--- src/rtl/fetch_stage.sv ---
// Instruction-fetch stage with IF/ID pipeline register. Owns the PC, drives the
// combinational instruction memory and resolves jump/branch targets from IF/ID.
module fetch_stage #(
  parameter int                   PC_WIDTH = 32,
  parameter logic [PC_WIDTH-1:0]  RESET_PC = '0,
  parameter logic [31:0]          NOP_WORD = 32'h0000_0000
) (
  input  logic                clk,
  input  logic                reset,
  input  logic                stall,
  input  logic                flush,
  input  logic                branch_taken,
  input  logic                jump,
  input  logic [31:0]         imem_instr,
  output logic [PC_WIDTH-1:0] imem_addr,
  output logic                imem_en,
  output logic [PC_WIDTH-1:0] pc,
  output logic [31:0]         if_id_instr,
  output logic [PC_WIDTH-1:0] if_id_pc4,
  output logic                if_id_valid
);

  logic [PC_WIDTH-1:0] pc_q, pc_d;
  logic [31:0]         if_id_instr_q, if_id_instr_d;
  logic [PC_WIDTH-1:0] if_id_pc4_q, if_id_pc4_d;
  logic                if_id_valid_q, if_id_valid_d;

  logic [PC_WIDTH-1:0] pc4, br_off, br_tgt, j_tgt;
  logic                jump_eff, branch_eff;

  always_comb begin
    pc4        = pc_q + PC_WIDTH'(4);
    br_off     = {{(PC_WIDTH-18){if_id_instr_q[15]}}, if_id_instr_q[15:0], 2'b00};
    br_tgt     = if_id_pc4_q + br_off;
    j_tgt      = {if_id_pc4_q[PC_WIDTH-1:28], if_id_instr_q[25:0], 2'b00};
    // A bubble in IF/ID never redirects, whatever ID drives.
    jump_eff   = jump & if_id_valid_q;
    branch_eff = branch_taken & if_id_valid_q;

    pc_d          = pc_q;
    if_id_instr_d = if_id_instr_q;
    if_id_pc4_d   = if_id_pc4_q;
    if_id_valid_d = if_id_valid_q;

    if (!stall) begin
      if (jump_eff)        pc_d = j_tgt;
      else if (branch_eff) pc_d = br_tgt;
      else                 pc_d = pc4;

      // Delay-slot word fetched alongside a redirect is latched normally.
      if_id_pc4_d   = pc4;
      if_id_instr_d = flush ? NOP_WORD : imem_instr;
      if_id_valid_d = ~flush;
    end
  end

  always_ff @(posedge clk) begin
    if (!reset) begin
      pc_q          <= RESET_PC;
      if_id_instr_q <= NOP_WORD;
      if_id_pc4_q   <= '0;
      if_id_valid_q <= 1'b0;
    end else begin
      pc_q          <= pc_d;
      if_id_instr_q <= if_id_instr_d;
      if_id_pc4_q   <= if_id_pc4_d;
      if_id_valid_q <= if_id_valid_d;
    end
  end

  assign imem_addr   = pc_q;
  assign imem_en     = reset & ~stall;
  assign pc          = pc_q;
  assign if_id_instr = if_id_instr_q;
  assign if_id_pc4   = if_id_pc4_q;
  assign if_id_valid = if_id_valid_q;

endmodule
--- config.mk ---
export PLATFORM = sky130hd
export DESIGN_NAME = fetch_stage
export DESIGN_NICKNAME = d
export VERILOG_FILES = /design/src/rtl/fetch_stage.sv
export SDC_FILE = /design/constraint.sdc
export NUM_CORES = 1
export LEC_CHECK = 0
export CAP_MARGIN = 15
export CORE_MARGIN = 8
export CORE_UTILIZATION = 53
export CTS_CLUSTER_SIZE = 24
export DETAILED_ROUTE_END_ITERATION = 16
export PLACE_DENSITY = 0.87
export SETUP_SLACK_MARGIN = 0.02
export SYNTH_ARGS = -nofsm -noshare
export SYNTH_HDL_FRONTEND = slang
export SYNTH_SLANG_ARGS = --single-unit
--- constraint.sdc ---
create_clock -name clk -period 4.71 [get_ports clk]
set_input_delay 0.471 -clock clk [delete_from_list [all_inputs] [get_ports clk]]
set_output_delay 0.471 -clock clk [all_outputs]
set_load 0.01 [all_outputs]
### Word level (Yosys, flattened, before mapping)

Cells that the tools add are included.

| word-level totals | value |
|---|---|
| input port bits | 38 |
| flip-flop bits (word level) | 97 |
| output and inout port bits | 130 |
| logic and storage cells | 14 |

| cells by class | value |
|---|---|
| add/subtract/negate cells | 2 |
| bitwise operators | 5 |
| muxes and demuxes | 3 |

Operators with widths:

| kind | number |
|---|---|
| $mux W32 | 3 |
| $add A32 B3 Y32 const B | 1 |
| $add A32 B32 Y32 | 1 |
| $and A1 B1 Y1 | 3 |
| $not A1 Y1 | 2 |

### Longest topological paths before layout

| logic depth | value |
|---|---|
| word-level depth | 3 |
| depth in mapped cells | 10 |
| depth with buffers taken out | 10 |

### Least setup slack after synthesis

Ideal clock, no wire load.

| timing path | value |
|---|---|
| kind | reg-to-reg |
| from | register if_id_instr_q[0] (netlist: if_id_instr[0]) |
| to | register pc_q[26] (netlist: imem_addr[26]) |
| data required time | 4.629 ns |
| data arrival time | 2.834 ns |
| buffers on the path | 0 |
| setup time | 0.081 ns |
| cell stages (with the launch flop) | 11 |
| clock period less this slack | 2.915 ns |
| setup slack | 1.795 ns |
| cells stage by stage | dfxtp_1 -> ha_1 -> fa_1 -> a21o_1 -> a22o_1 -> a211o_1 -> a211o_1 -> nand3_2 -> a21oi_1 -> or4b_1 -> a41oi_1 |

| on the way | value |
|---|---|
| longest elaborated chain between the ends | 3 |

RTL lines:

| element | RTL line | text |
|---|---|---|
| start: declaration | 24 | `logic [31:0] if_id_instr_q, if_id_instr_d;` |
| start signal: assignment | 65 | `if_id_instr_q <= if_id_instr_d;` |
| $add A32 B32 Y32 | 34 | `br_tgt = if_id_pc4_q + br_off;` |
| $mux W32 | 47 | `else if (branch_eff) pc_d = br_tgt;` |
| $mux W32 | 46 | `if (jump_eff) pc_d = j_tgt;` |
| end signal: assignment | 64 | `pc_q <= pc_d;` |
| end: declaration | 23 | `logic [PC_WIDTH-1:0] pc_q, pc_d;` |

No other way between the ends.
A chain may end at the register's enable or synchronous reset.

### Worst setup path after layout

| timing path | value |
|---|---|
| from | register if_id_instr_q[0] (netlist: if_id_instr[0]) |
| to | register pc_q[30] (netlist: imem_addr[30]) |

The elaborated chain is that of the path after synthesis.

==> flow_summary.toml <==
[outcome]
status = "finished clean"

[floorplan]
die_h_um = 123
rows = 39
io_pins = 168
start_util = 0.537
fp.dieW_um = 123
dieArea_um2 = 15100
coreArea_um2 = 11300

[finish]
fill_cells = 879
layout-drive-gt1-share = 0.0420
post-route-cell-area_um2 = 7920
instances_no_fill = 1000
final_common_cell = "clkdlybuf4s50_1"
area_growth_syn_to_layout_pct = 30.8
register_area_um2 = 1940
multi_input_area_um2 = 3680
diodes = 0
fin_nets = 924
mostFrequentLayoutCells = "clkdlybuf4s50_1, dfxtp_1, nand2_1, o21ai_0, nor2_1"

[routing]
wirelength_um = 20800
drtIter0Drc = 597
antenna_left = 0
drc = 0
vias = 6218
avgRoutedWirePerCell_um = 20.8
first_pass_iters = 6
vias_per_cell = 6.22

[synthesis]
yosysTopAreaCell = "dfxtp_1"
synth.top_cell.area_share = 0.321
ys.warnings.count = 0
ys.flop_type = "dfxtp_1"
synth-edff-count = 0
syn_inst = 734
avgSynthCellArea_um2 = 8.25
async_reset_ff_frac = 0
ys_types = 62
netlist_area_um2 = 6050
ys_ff_latch = 97
yosysSeqAreaShare = 0.321
syn-num-nets = 803
synthTopCellsByArea = "dfxtp_1, ha_1, a22o_1"

[clocking]
insertion_delay_ns = 0.34
cts-resized-gates = 0
holdBufCountCts = 0
clock_sinks = 97
post-cts-setup-buffer-count = 0
clk_pin_slew_ns = 0.07
cts.path.max_buffers = 2
cts_tree = "yes"
h-tree-depth = 3
clock-root-buffer = "clkbuf_16"
cts_buffers = 9

[power_and_ir_drop]
ir_drop_v = 0.000244
p_leak_uw = 0.00328
pwr_density_cell_nw_per_um2 = 256

[place]
dp_cells = 987
finalWeightedCongestion = 0.933
dpl-instance-area_um2 = 7610
portBuffers = 167
dp.final_hpwl_um = 15300

[global_routing]
gr-total-overflow = 0
grt_usage = 0.273
antenna_found_initial = 0
grt_max_degree = 69
grt_pass1_wl_um = 32500
grt_pass1_vias = 6166

[worst_setup_path]
critical_path.endpoint_type = "flop"
cp.required_ns = 4.95
worstSetupPathType = "flop to flop"
cp_max_fo = 5
start_kind = "flop"
arrival_ns = 3.44

[sta]
fin_tns_setup_ns = 0
rsz0062_at_grt = "false"
slew_violations = 0
fin_skew_ns = 0.00407
max_freq_ghz = 0.312
hold_viol = 0
period_needed_ns = 3.20
worstMarginPinSlew_ns = 0.767
setup_viol = 0
slew_headroom = 0.484
finalCritPeriodShare = 0.680

[flow_run]
drv_cap = 0

[hold_path]
hold_class = "flop to flop"
-- final cells by class --
class                   count  share of cell area
repair buffers            180               0.223
flip-flops and latches     97               0.245
clock inverters             3             0.00853
multi-input cells         555               0.465
inverters                  12             0.00569
well taps                 143              0.0226
clock buffers              10              0.0302
-- kinds of logic after synthesis --
group,after synthesis,synth area share
AO/OA/AOI/OAI,244,0.277
XOR/XNOR,50,0.0723
adder cells (fa/ha/maj),31,0.0653
buffers and inverters,82,0.0721
flip-flops,97,0.321
multiplexers,8,0.0132
AND/OR/NAND/NOR,222,0.179
-- stage by stage --
stage / hold slack (ns) / setup slack, ns / utilization / total power, uW
after floorplan: 0.482 / 1.80 / - / 1090
after global placement: 0.456 / 1.62 / 0.675 / 1250
after detailed placement: 0.460 / 1.55 / 0.675 / 1260
after CTS: 0.483 / 1.51 / 0.702 / 2030
after global routing: 0.502 / 1.33 / 0.702 / 2100
final: 0.479 / 1.51 / 0.702 / 2030
-- flip-flops by register name (all words and copies together), names as in the netlist --
name / cells
if_id_instr: 32
if_id_valid: 1
if_id_pc4: 32
imem_addr: 32
-- report_power, final --
part	internal, uW	total (uW)	switching [uW]
sequential	852	899	47.0
combinational	173	344	172
clock	471	786	314
total	1500	2030	533
-- cells in the mapped netlist (3+ instances only) --
master / n
a211o_1: 3
a211oi_1: 3
a21o_1: 27
a21oi_1: 43
a221o_1: 3
a221oi_1: 6
a22o_1: 38
a22oi_1: 3
a31oi_1: 5
and2_1: 21
and3_1: 11
buf_1: 3
buf_4: 34
clkbuf_1: 32
dfxtp_1: 97
ha_1: 30
inv_1: 12
mux2i_1: 8
nand2_1: 70
nand2b_1: 10
nand3_1: 21
nand4_1: 10
nor2_1: 46
nor2b_1: 8
nor3_1: 8
nor4_1: 4
o211a_1: 6
o211ai_1: 3
o21ai_0: 61
o21ai_1: 5
o21bai_1: 3
o221ai_1: 14
o31ai_1: 3
xnor2_1: 28
xor2_1: 22
-- worst max-delay path: stages, from the launching register on --
cell and delay, ns:
dfxtp_1 0.35, ha_1 0.25, fa_1 0.42, a21o_1 0.23, a22o_1 0.24, a211o_1 0.39, a211o_1 0.36, a21oi_2 0.31
o31ai_1 0.16, mux2i_1 0.14, o41ai_1 0.26
-- worst paths after layout --
path | from | endpoint | cells after the start | slack, ns
min reg2reg | if_id_instr[26]$_SDFFE_PN0N_ | if_id_instr[26]$_SDFFE_PN0N_ | 1 | 0.48
min | if_id_instr[26]$_SDFFE_PN0N_ | if_id_instr[26]$_SDFFE_PN0N_ | 1 | 0.48
max | if_id_instr[0]$_SDFFE_PN0N_ | imem_addr[30]$_SDFFE_PN0N_ | 10 | 1.51
max reg2reg | if_id_instr[0]$_SDFFE_PN0N_ | imem_addr[30]$_SDFFE_PN0N_ | 10 | 1.51
-- per-layer routing --
metal / GRT usage / up-vias / part of all wire
met1: 0.326 / 2943 / 0.40
met3: 0.0561 / 67 / 0.082
li1: - / 2895 / -
met2: 0.464 / 313 / 0.49
met5: 0 / - / 0
met4: 0.123 / 0 / 0.030
No activity file was read; power rests on OpenSTA's default activity.
